**src/rtl/hazard_scoreboard_pkg.sv**
```systemverilog
// Shared types and producer latencies for the hazard scoreboard and the decoder
// that drives id_lat.
package hazard_pkg;

  localparam int NREGS_DEF = 32;
  localparam int LAT_W_DEF = 3;
  localparam int CNT_W_DEF = 16;

  typedef logic [$clog2(NREGS_DEF)-1:0] regbits_t;
  typedef logic [LAT_W_DEF-1:0]         lat_t;

  // Cycles after issue before the result can be forwarded.
  localparam lat_t LAT_ALU = lat_t'(0);
  localparam lat_t LAT_MEM = lat_t'(1);
  localparam lat_t LAT_MUL = lat_t'(4);

endpackage

```
**src/rtl/hazard_scoreboard_if.sv**
```systemverilog
// ID-stage hazard bus between the pipeline control (master) and the hazard
// scoreboard (slave).
interface hazard_if
  import hazard_pkg::*;
#(
  parameter int NREGS = NREGS_DEF,
  parameter int LAT_W = LAT_W_DEF,
  parameter int CNT_W = CNT_W_DEF
);
  localparam int REG_W = $clog2(NREGS);

  logic             id_valid;
  logic [REG_W-1:0] id_rs;
  logic [REG_W-1:0] id_rt;
  logic             id_uses_rs;
  logic             id_uses_rt;
  logic             id_wen;
  logic [REG_W-1:0] id_rd;
  logic [LAT_W-1:0] id_lat;
  logic             mem_wait;
  logic             branch_taken;
  logic             jump_taken;
  logic             freeze;
  logic             bubble;
  logic             flush;
  logic             busy;
  logic [CNT_W-1:0] stall_cycles;

  modport master (
    output id_valid, id_rs, id_rt, id_uses_rs, id_uses_rt, id_wen, id_rd,
           id_lat, mem_wait, branch_taken, jump_taken,
    input  freeze, bubble, flush, busy, stall_cycles
  );

  modport slave (
    input  id_valid, id_rs, id_rt, id_uses_rs, id_uses_rt, id_wen, id_rd,
           id_lat, mem_wait, branch_taken, jump_taken,
    output freeze, bubble, flush, busy, stall_cycles
  );

endinterface

```
**src/rtl/hazard_scoreboard_entry.sv**
```systemverilog
// One scoreboard slot: remaining cycles until a pending register result can be
// forwarded. Load wins over decrement; hold freezes the slot during memory stalls.
module scoreboard_entry #(
  parameter int LAT_W = 3
) (
  input  logic             CLK,
  input  logic             nRST,
  input  logic             hold,
  input  logic             load,
  input  logic [LAT_W-1:0] load_val,
  output logic [LAT_W-1:0] cnt
);

  always_ff @(posedge CLK or negedge nRST) begin
    if (!nRST) begin
      cnt <= '0;
    end else if (!hold) begin
      if (load) begin
        cnt <= load_val;
      end else if (cnt != '0) begin
        cnt <= cnt - 1'b1;
      end
    end
  end

endmodule

```
**src/rtl/hazard_scoreboard.sv**
```systemverilog
// Per-register latency scoreboard: RAW/WAW stall detection, flush priority and a
// saturating stall-cycle counter for the IF/ID and ID/EX latch controls.
module hazard_scoreboard
  import hazard_pkg::*;
#(
  parameter int NREGS = NREGS_DEF,
  parameter int LAT_W = LAT_W_DEF,
  parameter int CNT_W = CNT_W_DEF
) (
  input logic     CLK,
  input logic     nRST,
  hazard_if.slave hz
);
  localparam int REG_W = $clog2(NREGS);

  logic [LAT_W-1:0] cnt [NREGS];
  logic [CNT_W-1:0] stall_cnt;
  logic             raw;
  logic             waw;
  logic             hazard;
  logic             ctrl_xfer;
  logic             issue;
  logic             any_pending;

  // Register 0 is hard-wired, so it never gets a slot.
  assign cnt[0] = '0;

  for (genvar r = 1; r < NREGS; r++) begin : g_entry
    scoreboard_entry #(.LAT_W(LAT_W)) u_entry (
      .CLK      (CLK),
      .nRST     (nRST),
      .hold     (hz.mem_wait),
      .load     (issue && hz.id_wen && (hz.id_rd == REG_W'(r))),
      .load_val (hz.id_lat),
      .cnt      (cnt[r])
    );
  end

  always_comb begin
    any_pending = 1'b0;
    for (int r = 1; r < NREGS; r++) begin
      any_pending = any_pending | (cnt[r] != '0);
    end
  end

  assign raw = (hz.id_uses_rs && (cnt[hz.id_rs] != '0)) ||
               (hz.id_uses_rt && (cnt[hz.id_rt] != '0));
  // An older long-latency write must land before a younger short one.
  assign waw = hz.id_wen && (hz.id_rd != '0) && (cnt[hz.id_rd] > hz.id_lat);

  assign hazard    = hz.id_valid && (raw || waw);
  assign ctrl_xfer = hz.branch_taken || hz.jump_taken;
  assign issue     = hz.id_valid && !hazard && !ctrl_xfer && !hz.mem_wait;

  // nRST gating keeps the latch controls quiet while the block is in reset.
  assign hz.flush        = nRST && ctrl_xfer;
  assign hz.freeze       = nRST && !ctrl_xfer && hazard;
  assign hz.bubble       = nRST && !ctrl_xfer && hazard;
  assign hz.busy         = nRST && any_pending;
  assign hz.stall_cycles = stall_cnt;

  always_ff @(posedge CLK or negedge nRST) begin
    if (!nRST) begin
      stall_cnt <= '0;
    end else if (hazard && !ctrl_xfer && !hz.mem_wait && (stall_cnt != '1)) begin
      stall_cnt <= stall_cnt + 1'b1;
    end
  end

endmodule

```
**src/flat_wrapper.sv**
```systemverilog
// flat-port wrapper written by rule: the top's interface ports become plain ports
module hazard_scoreboard_flat import hazard_pkg::*;
#(
  parameter int NREGS = NREGS_DEF,
  parameter int LAT_W = LAT_W_DEF,
  parameter int CNT_W = CNT_W_DEF
)
  (CLK, nRST, hz_id_valid, hz_id_rs, hz_id_rt, hz_id_uses_rs, hz_id_uses_rt, hz_id_wen, hz_id_rd, hz_id_lat, hz_mem_wait, hz_branch_taken, hz_jump_taken, hz_freeze, hz_bubble, hz_flush, hz_busy, hz_stall_cycles);
  hazard_if #(.NREGS(NREGS), .LAT_W(LAT_W), .CNT_W(CNT_W)) hz_i ();
  input logic CLK;
  input logic nRST;
  input wire logic [$bits(hz_i.id_valid)-1:0] hz_id_valid;
  input wire logic [$bits(hz_i.id_rs)-1:0] hz_id_rs;
  input wire logic [$bits(hz_i.id_rt)-1:0] hz_id_rt;
  input wire logic [$bits(hz_i.id_uses_rs)-1:0] hz_id_uses_rs;
  input wire logic [$bits(hz_i.id_uses_rt)-1:0] hz_id_uses_rt;
  input wire logic [$bits(hz_i.id_wen)-1:0] hz_id_wen;
  input wire logic [$bits(hz_i.id_rd)-1:0] hz_id_rd;
  input wire logic [$bits(hz_i.id_lat)-1:0] hz_id_lat;
  input wire logic [$bits(hz_i.mem_wait)-1:0] hz_mem_wait;
  input wire logic [$bits(hz_i.branch_taken)-1:0] hz_branch_taken;
  input wire logic [$bits(hz_i.jump_taken)-1:0] hz_jump_taken;
  output wire logic [$bits(hz_i.freeze)-1:0] hz_freeze;
  output wire logic [$bits(hz_i.bubble)-1:0] hz_bubble;
  output wire logic [$bits(hz_i.flush)-1:0] hz_flush;
  output wire logic [$bits(hz_i.busy)-1:0] hz_busy;
  output wire logic [$bits(hz_i.stall_cycles)-1:0] hz_stall_cycles;
  assign hz_i.id_valid = hz_id_valid;
  assign hz_i.id_rs = hz_id_rs;
  assign hz_i.id_rt = hz_id_rt;
  assign hz_i.id_uses_rs = hz_id_uses_rs;
  assign hz_i.id_uses_rt = hz_id_uses_rt;
  assign hz_i.id_wen = hz_id_wen;
  assign hz_i.id_rd = hz_id_rd;
  assign hz_i.id_lat = hz_id_lat;
  assign hz_i.mem_wait = hz_mem_wait;
  assign hz_i.branch_taken = hz_branch_taken;
  assign hz_i.jump_taken = hz_jump_taken;
  assign hz_freeze = hz_i.freeze;
  assign hz_bubble = hz_i.bubble;
  assign hz_flush = hz_i.flush;
  assign hz_busy = hz_i.busy;
  assign hz_stall_cycles = hz_i.stall_cycles;
  hazard_scoreboard #(.NREGS(NREGS), .LAT_W(LAT_W), .CNT_W(CNT_W)) u_core (.CLK(CLK), .nRST(nRST), .hz(hz_i));
endmodule
```
**config.mk**
```make
export PLATFORM = sky130hd
export DESIGN_NAME = hazard_scoreboard_flat
export DESIGN_NICKNAME = d
export VERILOG_FILES = /design/src/rtl/hazard_scoreboard_pkg.sv /design/src/rtl/hazard_scoreboard_if.sv /design/src/rtl/hazard_scoreboard_entry.sv /design/src/rtl/hazard_scoreboard.sv /design/src/flat_wrapper.sv
export SDC_FILE = /design/constraint.sdc
export NUM_CORES = 1
export LEC_CHECK = 0
export BUFFER_PORTS_ARGS = -buffer_cell sky130_fd_sc_hd__buf_2
export CAP_MARGIN = 30
export CORE_AREA = 2 2 134 136
export DETAILED_ROUTE_END_ITERATION = 6
export DIE_AREA = 0 0 136 138
export PLACE_DENSITY = 0.77
export REMOVE_ABC_BUFFERS = 1
export SLEW_MARGIN = 0
export SYNTH_ARGS = -nofsm -noshare
export SYNTH_HDL_FRONTEND = slang
export SYNTH_SLANG_ARGS = --single-unit
export TNS_END_PERCENT = 50
```
**constraint.sdc**
```tcl
create_clock -name CLK -period 5.2 [get_ports CLK]
set_input_delay 1.04 -clock CLK [delete_from_list [all_inputs] [get_ports CLK]]
set_output_delay 1.04 -clock CLK [all_outputs]
set_load 0.005 [all_outputs]
```
==> results.toml <==
[route]
drtIter0Drc = 1145
drc_errors = 3
met1Wirelength_um = 11670
highest_layer = "met4"
wl_per_cell_um = 22.10
via_per_inst = 6.886
wl_met3_um = 2668
postRouteWirelength_um = 28780
vias = 8966
dr.pass1.iters = 7
postRouteAntennaNets = 0
wl_met2_um = 13170

[setup_path]
critical_path_peak_fanout = 13
r2r_start = "u_core.g_entry[21].u_entry.cnt[1]"
critical_path.startpoint_type = "primary input"
crit_required_ps = 4160
path_class = "in2out"
critical_path.endpoint_type = "output pin"
arrival_ps = 4010
worstSetupStartpoint = "hz_id_rd[0]"

[synth]
yosysUniqueCellTypes = 65
synth_seq_area_share = 0.2796
synth.largest_area_cell = "dfrtp_1"
syn_area_per_cell_um2 = 9.100
synth_top_cell_area_share = 0.2796
syn_inst = 1072
syn_area_um2 = 9756
yosysWarnings = 0
ys_ff_latch = 109
synthArstFlopShare = 1.000
synth_top_cells_by_count = "nand2b_1, dfrtp_1, a21oi_1"
synthFlopType = "dfrtp_1"
synth_area_leaders = "dfrtp_1, ha_1, nand2b_1, mux4_2, a221oi_1"
yosys.cell_count.top_type = "nand2b_1"
synth_edf_count = 0

[finish]
post-route-util = 0.5872
final_nets = 1161
final.fill_count = 1535
drive_above_1_share = 0.1519
antenna_cells = 0
syn_to_final_growth_pct = 5.540

[clock_tree]
cts_buffer_depth = 2
htree_levels = 3
post_cts.repair.setup_buffers = 0
cts.sinks = 109
cts_root_buf = "clkbuf_16"
cts_hold_buffers = 0
insertion_delay_ps = 370
cts-buffers-inserted = 9
cts_tree = "yes"
clkTransAtPathRegs_ps = 80

[power_and_ir_drop]
power_density_nw_per_um2 = 427.3
irDropWorstVdd_mv = 0.2412
leakage_nw = 4.313

[global_routing]
antenna_found_initial = 0
grt_max_degree = 103
grt_pass1_vias = 8180
grt_pass1_wl_um = 45040
gr-total-overflow = 0
grt_usage = 0.3080

[die]
start_util = 0.5564
die_y_um = 138
die-area_um2 = 18770
ios = 47
rows = 49
core_um2 = 17530
dieWidth_um = 136

[min_path]
min_path_type = "reg2reg"
hold_start = "u_core.hz.stall_cycles[5]"

[timing]
period_share = 0.9715
max-slew-margin-rel = 0.3996
hold_violations = 0
finalClockSkew_ps = 10.34
finalSetupViolCount = 0
rsz0062_at_grt = "false"
tns_ps = 0
layout_setup_ws_ps = 148.0
tightestPinTransition_ps = 900.6
maxSlewViolCount = 0
fmax_mhz = 197.9
period_needed_ps = 5052

[placement]
dp_slack_ps = -29.72
place_congestion = 1.005
portBuffers = 46
dp_hpwl_um = 20780

[flow_run]
cap_violations = 0

[outcome]
outcome = "finished, violations left"
failed_checks = "design-rule violations"
-- layout by cell type, fill, tap and decap left out, types with 4 or more instances in the layout --
cell,instances
or4_1,4
a221oi_1,52
o311a_1,4
buf_4,27
mux4_2,27
and4_1,7
nand4_1,10
nor2_1,27
and3_1,33
buf_2,43
or3_1,9
a221o_1,27
a21oi_1,88
xor2_1,7
inv_1,72
nor3b_1,7
nand3b_1,54
or4b_2,28
nand2_1,39
nor4_1,29
nand3_1,20
ha_1,66
or2b_1,7
o211ai_1,5
a21oi_2,5
inv_6,5
nor2b_1,13
nand2b_1,112
nor4b_1,6
o21ai_0,16
dfrtp_1,109
clkbuf_16,9
o211a_1,5
mux2i_1,6
nor3_1,31
xnor2_1,8
-- through the flow --
step	instance area (um2)	power (mW)	instances	hold WS [ps]
6_report	10300	4.400	1302	490.4
5_1_grt	10300	4.715	1302	519.5
4_1_cts	10290	4.361	1302	490.1
3_5_place_dp	9978	3.601	1286	476.6
3_3_place_gp	9978	3.496	1286	470.8
2_1_floorplan	9269	2.972	987	477.4
-- cell families after synthesis --
group                      Yosys count  share of synthesized area
and+or+nand+nor                    451                     0.2899
AOI/OAI and AO/OA                  237                     0.1802
buffers and inverters              157                    0.07759
DFF                                109                     0.2796
adders and majority gates           66                    0.08465
muxes                               37                    0.07464
xor gates and xnor gates            15                    0.01347
-- sequential cells by signal, summed over array words and instances, names as in the netlist --
name / cells
u_core.g_entry.u_entry.cnt: 93
u_core.hz.stall_cycles: 16
-- power by group --
part | switching (mW) | total (mW) | internal [mW]
Clock | 0.367 | 0.754 | 0.387
Combinational | 1.03 | 2.00 | 0.966
Sequential | 0.478 | 1.65 | 1.17
-- area by class of cell --
class                      count  area [um2]  share of cell area
sequential                   109        2728              0.2649
inverter                      72       270.3             0.02625
clock buffer                   9       225.2             0.02187
multi-input combinational    806        6284              0.6103
tap                          229       286.5             0.02783
clock inverter                 7       85.08            0.008263
timing repair buffer          70       417.9             0.04059
-- critical path, cell delays in order --
cell      delay, ps
buf_4           240
buf_4           230
mux4_2          510
mux4_2          510
mux2_2          290
ha_1            290
a21oi_1         160
nor3_2           80
a311oi_4        370
a21oi_1         140
buf_2           150
-- path summary, 6_finish.rpt --
| path | end | slack [ps] | cells after the start |
|---|---|---|---|
| setup / recovery | hz_bubble | 150 | 11 |
| hold / removal | u_core.hz.stall_cycles[5] | 490 | 1 |
| setup reg to reg | u_core.g_entry[23].u_entry.cnt[0] | 1150 | 11 |
| hold reg to reg | u_core.hz.stall_cycles[5] | 490 | 1 |
| max in group asynchronous | u_core.g_entry[31].u_entry.cnt[1] | 3610 | 2 |
| min in group asynchronous | u_core.g_entry[20].u_entry.cnt[0] | 660 | 1 |
-- per-layer routing --
| layer | GRT usage | up-vias |
|---|---|---|
| li1 | - | 4022 |
| met1 | 0.4177 | 4393 |
| met2 | 0.4745 | 470 |
| met3 | 0.06857 | 81 |
| met4 | 0.1305 | 0 |
| met5 | 0 | - |
-- timing repair --
item / in CTS / in global routing
pin swaps: 0 / 0
hold endpoints to repair: 0 / 0
resized for setup: 1 / 1
setup endpoints to repair: 2 / 2
cloned: 0 / 0
(Power assumes the default switching activity.)
